### src/rtl/refresh_timeout_timer_pkg.sv
// Shared constants and the timeout FSM state type for the refresh/timeout timer.
// The FSB and RAM benches reuse the default constants from here.
package refresh_timeout_timer_pkg;

    localparam int REF_PERIOD_DEF = 375;   // CLK_FSB cycles per refresh tick (15 us at 25 MHz)
    localparam int REF_URGENT_DEF = 2;     // pending count that raises RefUrgent
    localparam int REF_MAX_DEF    = 7;     // pending counter saturation value
    localparam int TOA_CYC_DEF    = 16;    // short timeout (sound-RAM write completion)
    localparam int TOB_CYC_DEF    = 256;   // long timeout (bus error)

    typedef enum logic [1:0] {
        IDLE  = 2'd0,
        COUNT = 2'd1,
        EXPA  = 2'd2,
        EXPB  = 2'd3
    } to_state_e;

endpackage

### src/rtl/refresh_timeout_timer_tick_gen.sv
// Refresh prescaler: counts 0..PERIOD-1 from reset release and emits a
// one-cycle tick on the wrap cycle, so the first tick lands PERIOD cycles
// after reset is released.
module ref_tick_gen
    import refresh_timeout_timer_pkg::*;
#(
    parameter int PERIOD = REF_PERIOD_DEF
) (
    input  logic clk_sys,
    input  logic rst_n,
    output logic tick
);

    localparam int             CW   = (PERIOD > 1) ? $clog2(PERIOD) : 1;
    localparam logic [CW-1:0]  LAST = CW'(PERIOD - 1);

    logic [CW-1:0] cnt;

    // Free-running prescaler, wraps at PERIOD-1.
    always_ff @(posedge clk_sys or negedge rst_n) begin
        if (!rst_n) begin
            cnt <= '0;
        end else if (cnt == LAST) begin
            cnt <= '0;
        end else begin
            cnt <= cnt + 1'b1;
        end
    end

    assign tick = (cnt == LAST);

endmodule

### src/rtl/refresh_timeout_timer.sv
// DRAM refresh request generator and FSB bus-cycle timeout timer.
// Optional build macro REF_OVERFLOW_EN adds the sticky RefOverflow output,
// which records a refresh tick lost to a saturated pending counter.
//
// Timeout FSM:
//   state | meaning
//   IDLE  | no bus cycle active, counter 0
//   COUNT | bus cycle active, below TOA_CYC
//   EXPA  | TOA_CYC reached, TimeoutA asserted
//   EXPB  | TOB_CYC reached, TimeoutA and TimeoutB held
module refresh_timeout_timer
    import refresh_timeout_timer_pkg::*;
#(
    parameter int REF_PERIOD = REF_PERIOD_DEF,
    parameter int REF_URGENT = REF_URGENT_DEF,
    parameter int REF_MAX    = REF_MAX_DEF,
    parameter int TOA_CYC    = TOA_CYC_DEF,
    parameter int TOB_CYC    = TOB_CYC_DEF
) (
    input  logic CLK_FSB,
    input  logic nRES,
    input  logic ASActive,
    input  logic RefAck,
    output logic RefReq,
    output logic RefUrgent,
    output logic TimeoutA,
    output logic TimeoutB
`ifdef REF_OVERFLOW_EN
    ,
    output logic RefOverflow
`endif
);

    localparam int            PW       = $clog2(REF_MAX + 1);
    localparam logic [PW-1:0] PEND_MAX = PW'(REF_MAX);
    localparam logic [PW-1:0] PEND_URG = PW'(REF_URGENT);

    localparam int            TW       = $clog2(TOB_CYC + 1);
    localparam logic [TW-1:0] TOA_LIM  = TW'(TOA_CYC);
    localparam logic [TW-1:0] TOB_LIM  = TW'(TOB_CYC);

    logic          tick;
    logic [PW-1:0] pending;
    logic [TW-1:0] to_cnt;
    logic [TW-1:0] to_cnt_next;
    to_state_e     state;

    ref_tick_gen #(
        .PERIOD (REF_PERIOD)
    ) u_tick_gen (
        .clk_sys (CLK_FSB),
        .rst_n   (nRES),
        .tick    (tick)
    );

    // Refresh debt: ticks add, acks retire; a simultaneous tick and ack cancel.
    always_ff @(posedge CLK_FSB or negedge nRES) begin
        if (!nRES) begin
            pending <= '0;
        end else if (tick && !RefAck) begin
            if (pending != PEND_MAX) begin
                pending <= pending + 1'b1;
            end
        end else if (RefAck && !tick) begin
            if (pending != '0) begin
                pending <= pending - 1'b1;
            end
        end
    end

    // Request flags lag the pending counter by one cycle.
    always_ff @(posedge CLK_FSB or negedge nRES) begin
        if (!nRES) begin
            RefReq    <= 1'b0;
            RefUrgent <= 1'b0;
        end else begin
            RefReq    <= (pending != '0);
            RefUrgent <= (pending >= PEND_URG);
        end
    end

`ifdef REF_OVERFLOW_EN
    // Sticky record of a tick dropped because the debt counter was full.
    always_ff @(posedge CLK_FSB or negedge nRES) begin
        if (!nRES) begin
            RefOverflow <= 1'b0;
        end else if (tick && !RefAck && (pending == PEND_MAX)) begin
            RefOverflow <= 1'b1;
        end
    end
`endif

    // Bus-cycle length, saturating at TOB_CYC; any idle cycle restarts it.
    always_comb begin
        to_cnt_next = to_cnt;
        if (!ASActive) begin
            to_cnt_next = '0;
        end else if (to_cnt != TOB_LIM) begin
            to_cnt_next = to_cnt + 1'b1;
        end
    end

    // Timeout FSM with registered TimeoutA/TimeoutB.
    always_ff @(posedge CLK_FSB or negedge nRES) begin
        if (!nRES) begin
            state    <= IDLE;
            to_cnt   <= '0;
            TimeoutA <= 1'b0;
            TimeoutB <= 1'b0;
        end else begin
            to_cnt <= to_cnt_next;
            if (!ASActive) begin
                state    <= IDLE;
                TimeoutA <= 1'b0;
                TimeoutB <= 1'b0;
            end else begin
                case (state)
                    IDLE, COUNT: begin
                        if (to_cnt_next >= TOB_LIM) begin
                            state    <= EXPB;
                            TimeoutA <= 1'b1;
                            TimeoutB <= 1'b1;
                        end else if (to_cnt_next >= TOA_LIM) begin
                            state    <= EXPA;
                            TimeoutA <= 1'b1;
                            TimeoutB <= 1'b0;
                        end else begin
                            state    <= COUNT;
                            TimeoutA <= 1'b0;
                            TimeoutB <= 1'b0;
                        end
                    end
                    EXPA: begin
                        if (to_cnt_next >= TOB_LIM) begin
                            state    <= EXPB;
                            TimeoutA <= 1'b1;
                            TimeoutB <= 1'b1;
                        end
                    end
                    EXPB: begin
                        state    <= EXPB;
                        TimeoutA <= 1'b1;
                        TimeoutB <= 1'b1;
                    end
                    default: begin
                        state    <= IDLE;
                        TimeoutA <= 1'b0;
                        TimeoutB <= 1'b0;
                    end
                endcase
            end
        end
    end

endmodule
### config.mk
export PLATFORM = sky130hd
export DESIGN_NAME = refresh_timeout_timer
export DESIGN_NICKNAME = d
export VERILOG_FILES = /design/src/rtl/refresh_timeout_timer_pkg.sv /design/src/rtl/refresh_timeout_timer_tick_gen.sv /design/src/rtl/refresh_timeout_timer.sv
export SDC_FILE = /design/constraint.sdc
export NUM_CORES = 1
export LEC_CHECK = 0
export ABC_AREA = 1
export CAP_MARGIN = 20
export CORE_MARGIN = 8
export CORE_UTILIZATION = 40
export DETAILED_ROUTE_END_ITERATION = 8
export SLEW_MARGIN = 20
export SYNTH_ARGS = -nofsm -noshare
export SYNTH_HDL_FRONTEND = slang
export SYNTH_SLANG_ARGS = --single-unit
### constraint.sdc
create_clock -name CLK_FSB -period 6.05 [get_ports CLK_FSB]
set_clock_uncertainty 0.05 [all_clocks]
set_input_delay 1.21 -clock CLK_FSB [delete_from_list [all_inputs] [get_ports CLK_FSB]]
set_output_delay 1.21 -clock CLK_FSB [all_outputs]
set_load 0.01 [all_outputs]
**Word level (Yosys, flattened, before mapping)**

Cells that the tools add are included.

- Output and inout bits: 4
- Bits in registers: 27
- Input port bits: 4
- Word-level logic and storage cells: 53

- Multiplexer cells: 20
- Order comparisons: 3
- Eq/ne operators: 8
- Reductions and logical operators: 10
- Add/subtract/negate cells: 4

Operators with widths:

| kind | number |
|---|---|
| two-way mux 9 bit | 3 |
| adder 9 x 1 -> 9 bit, second input constant | 2 |
| two-way mux 3 bit | 4 |
| == test 9 bit, second input constant | 1 |
| >= comparator 9 x 5 -> 1 bit, second input constant | 1 |
| >= comparator 9 bit, second input constant | 1 |
| inequality test 9 bit, second input constant | 1 |
| two-way mux 2 bit | 4 |
| two-way mux 1 bit | 6 |
| inequality test 3 bit, second input constant | 2 |
| one-hot mux 1 bit (3 select lines) | 2 |
| one-hot mux 2 bit (3 select lines) | 1 |
| == test 2 bit, second input constant | 2 |
| nonzero test 2 bit | 2 |
| adder 3 x 1 -> 3 bit, second input constant | 1 |
| >= comparator 3 x 2 -> 1 bit, second input constant | 1 |
| AND reduction 3 bit | 1 |
| nonzero test 3 bit | 1 |
| subtractor 3 x 1 -> 3 bit, second input constant | 1 |
| == test 2 x 1 -> 1 bit, second input constant | 1 |
| logical AND 1 bit | 2 |
| zero test 1 bit | 2 |
| zero test 2 bit | 1 |
| inequality test 2 x 1 -> 1 bit, second input constant | 1 |
| OR reduction 2 bit | 1 |

**Longest topological paths before layout**

- Depth in word-level cells: 8
- Mapped depth: 11
- Depth with buffers taken out: 11

**Modules after synthesis**

A second synthesis with hierarchy kept.

- Cells, all modules: 168
- Area total of the unflattened synthesis: 1445.1 µm²

By module, submodules not included:

| module | cells each | times used | area each (µm²) | sequential area each (µm²) |
|---|---|---|---|---|
| refresh_timeout_timer | 112 | 1 | 980.9 | 425.4 |
| ref_tick_gen | 56 | 1 | 464.2 | 225.2 |

**Worst setup path after synthesis**

Ideal clock, no wire load.

- Path type: input port to flip-flop
- Start point: in RefAck
- End point: reg pending[2]
- Arrival: 2265 ps
- Data required time: 5921 ps
- Cell stages on the path: 7
- Slack: 3656 ps
- Library setup time: 79 ps
- Buffers on the path: 0
- Cell sequence: inv_1 > ha_1 > inv_1 > fa_1 > xor2_1 > nor2_1 > xor2_1

- Longest elaborated chain between the ends: 4
- Elaborated cells between the ends (all ways): 8
- Those cells by class: eq/ne (1); mux (1); reduce/logical (6)

RTL lines:

| what | line | RTL |
|---|---|---|
| start: declaration | refresh_timeout_timer.sv:23 | `input logic RefAck,` |
| zero test 1 bit | refresh_timeout_timer.sv:60 | `end else if (tick && !RefAck) begin` |
| logical AND 1 bit | refresh_timeout_timer.sv:60 |  |
| inequality test 2 x 1 -> 1 bit (no line) or nonzero test 2 bit (tied branches) | n/a |  |
| AND reduction 3 bit (no line) | n/a |  |
| end signal: assignment | refresh_timeout_timer.sv:62 | `pending <= pending + 1'b1;` |
| end signal: assignment | refresh_timeout_timer.sv:66 | `pending <= pending - 1'b1;` |
| end: declaration | refresh_timeout_timer.sv:43 | `logic [PW-1:0] pending;` |

Parallel ways exist; a longest one is shown, timed or not.
A chain may end at the register's enable or synchronous reset.

**Worst setup path in the final report**

- Start point: reg u_tick_gen.cnt[0]
- End point: reg pending[2]

- Longest elaborated chain between the ends: 5
- Elaborated cells between the ends (all ways): 9
- Those cells by class: eq/ne (2); mux (1); reduce/logical (6)

RTL lines:

| what | line | RTL |
|---|---|---|
| start: declaration | refresh_timeout_timer_tick_gen.sv:17 | `logic [CW-1:0] cnt;` |
| start signal: assignment | refresh_timeout_timer_tick_gen.sv:26 | `cnt <= cnt + 1'b1;` |
| == test 9 bit (*) | refresh_timeout_timer_tick_gen.sv:30 | `assign tick = (cnt == LAST);` |
| zero test 1 bit | refresh_timeout_timer.sv:64 | `end else if (RefAck && !tick) begin` |
| logical AND 1 bit | refresh_timeout_timer.sv:64 |  |
| nonzero test 2 bit (no line) | n/a |  |
| AND reduction 3 bit (no line) | n/a |  |

Every way passes the cells marked *; elsewhere a longest branch is shown, timed or not.

==> run metrics <==
Seq/Total Area, Yosys=a little under half; Clk pwr share=about a quarter; WL final=between 2 and 2.5 mm; Initial DRC Count=49; Worst Hold Class=reg -> reg; Nets=181; largest net degree at the start of global routing=27; Max-cap violations=0; switching part of the total=slightly below 30%; Ports=8; ant diodes=0; hold buffer count at CTS=0; Die Wd=roughly 75 µm; post-synth top area share=a little under half; Slew headroom=64.8%; Post-DP HPWL=1.79 mm; die span in y=~75 µm; internal cell power=between 0.0002 and 0.0003 W; wire per inst=11.2 µm; share of layout cells above drive strength 1=10.0%; initial antenna violation count=0; Fin Hold WS=0.444 ns; final worst-path cycle share=between 40% and 50%; Crit Path Category=reg -> reg; vias in the first global route=just over 900; Num Clock Sinks=26; Synth warnings=0; Max H-tree Level=1; Core Util, Final=46.0%; non-filler instance count after layout=between 200 and 250; CTS Buf Count=3; clk buf depth=2; leakage power=between 0.7 and 0.8 nW; Sequential Power Share=a little under three fifths; switching pwr=0.000105 W; pwr/cell area=238 nW/µm²; Setup crit end kind=register; final hold violations=0; Initial Util=about two fifths; unrepaired setup endpoints after global routing=no; worst endpoint required time=between 6 and 7 ns; register area=approximately 650 µm²; worst-path maximum fanout=9; # fillers=333; Worst-Margin Slew=between 0.5 and 0.6 ns; maximum VDD drop=about 0.14 mV; global-route wire length before repair=between 4 and 5 mm; drt pass-1 iters=4; Comb pwr share=18.7%; clk_lat worst skew=approximately 0.32 ns; row count=21; Placed Cells=approximately 210; Cell Area, Synth=~1400 µm²; CTS tree=yes; Synth cell types=27; Cells after Synth=160; vias after detailed routing=between 1,000 and 1,500; status=complete, no violations; final setup fails=0; total congestion overflow=0; Area growth syn-to-layout=11.1%; Via-to-Cell Ratio=4.71; core area=around 3300 µm²; Total GRT Usage=around a tenth; ANT nets after route=0; CP Launch Type=register; fin. max-slew vios=0; number of remaining DRC errors=0; clk slew on worst S/H paths=approximately 0.15 ns; minimum clock period=approximately 2.6 ns; area leader, netlist=dfrtp_1; Post-Syn Area per Cell=8.56 µm²; Worst EP arrival=approximately 2.8 ns; Achievable Freq=0.389 GHz; Yosys reg bits=26; total negative slack=0 ns; Multi-input gate area=around 590 µm²; PortBufs=7; Syn Nets=170; full die area=between 5000 and 6000 µm²; CTS resizes=0; synth top area cells=dfrtp_1, inv_1, nand2_1, ha_1, nor2_1; Root Buffer=clkbuf_4; final RePlAce weighted congestion=slightly below 0.8; Setup Buffers After CTS=0
cell families (layout without fill, tap and decap cells):
family,after synthesis,count (layout),share of synthesized area [%]
AOI/OAI and AO/OA,15,15,5.94
xor gates and xnor gates,4,4,2.56
adders and majority gates,6,6,6.03
buffers and inverters,32,42,9.59
DFF,26,26,47.5
and+or+nand+nor,77,77,28.4
per-layer routing:
metal / vias to the layer above / GRT usage (%) / share of wire (%)
li1: 523 / - / -
met1: 482 / 11.7 / 50
met2: 11 / 15.1 / 47
met3: 2 / 1.62 / 2.7
met4: 0 / 4.57 / 0.83
met5: - / 0 / 0
cell type report:
cell class                 count  share of cell area (%)
sequential                    26                    42.7
inverter                      30                    7.40
tap                           46                    3.78
clock buffer                   4                    2.38
timing repair buffer           8                    5.09
multi-input combinational    102                    38.6
per-stage QoR:
stage                     instance area, µm²  worst slack [ns]  power (W)
after global placement                  1490              3.23   0.000270
after detailed placement                1490              3.13   0.000278
final                                   1520              3.48   0.000362
after global routing                    1520              3.30   0.000384
after CTS                               1520              3.44   0.000368
after floorplan                         1370              3.66   0.000247
layout by cell type, fill, tap and decap left out:
cell type and n:
buf_4 1, and3_1 2, nand2_4 1, a21oi_1 8, nor2_1 14, nor2_2 3, o21ai_2 1, dfrtp_1 26
inv_2 1, nor3_1 5, o21a_1 1, ha_1 5, nor3b_1 2, nor2_4 1, clkdlybuf4s50_1 7, clkbuf_4 3
o21ai_1 1, o21ai_0 4, clkbuf_8 1, nand4_1 5, nand2_1 28, nor4_1 1, nand3_1 10, xor2_1 4
fa_1 1, nand3_2 1, inv_1 29, nand2_2 3, nor4_4 1
final timing paths:
| path | startpoint | to | slack, ns | cells after the start |
|---|---|---|---|---|
| min in group asynchronous | nRES | to_cnt[3]$_DFF_PN0_ | 1.18 | 2 |
| worst max-delay path | u_tick_gen.cnt[0]$_DFF_PN0_ | pending[2]$_DFFE_PN0P_ | 3.48 | 10 |
| worst min-delay path | u_tick_gen.cnt[0]$_DFF_PN0_ | u_tick_gen.cnt[0]$_DFF_PN0_ | 0.44 | 1 |
| worst min register to register | u_tick_gen.cnt[0]$_DFF_PN0_ | u_tick_gen.cnt[0]$_DFF_PN0_ | 0.44 | 1 |
| max in group asynchronous | nRES | u_tick_gen.cnt[4]$_DFF_PN0_ | 4.52 | 2 |
| worst max register to register | u_tick_gen.cnt[0]$_DFF_PN0_ | pending[2]$_DFFE_PN0P_ | 3.48 | 10 |
power groups by stage:
stage | Combinational (W) | Clock (W) | Sequential, W
2_1_floorplan | 0.0000380 | 0 | 0.000209
3_3_place_gp | 0.0000623 | 0 | 0.000208
3_5_place_dp | 0.0000695 | 0 | 0.000208
4_1_cts | 0.0000699 | 0.0000933 | 0.000205
5_1_grt | 0.0000767 | 0.000100 | 0.000207
6_report | 0.0000676 | 0.0000904 | 0.000204
critical path, stage by stage, from the launching register on:
cell	delay, ns
dfrtp_1	0.43
inv_1	0.07
ha_1	0.17
nand4_1	0.13
nor4_4	0.42
ha_1	0.33
inv_1	0.07
fa_1	0.38
xor2_1	0.15
nor2_1	0.14
xor2_1	0.17
flip-flops by register name, indices dropped and copies added (netlist names):
register	count
RefReq	1
to_cnt	9
TimeoutA	1
u_tick_gen.cnt	9
state	1
RefUrgent	1
pending	3
TimeoutB	1
cell usage after synthesis (all sizes together):
library cell and count:
nand2 32, inv 30, dfrtp 26, nor2 18
nand3 11, a21oi 8, o21ai 6, ha 5
nand4 5, nor3 5, xor2 4, and3 2
nor3b 2, nor4 2, buf 1, clkbuf 1
fa 1, o21a 1
No activity file was read; power rests on OpenSTA's default activity.
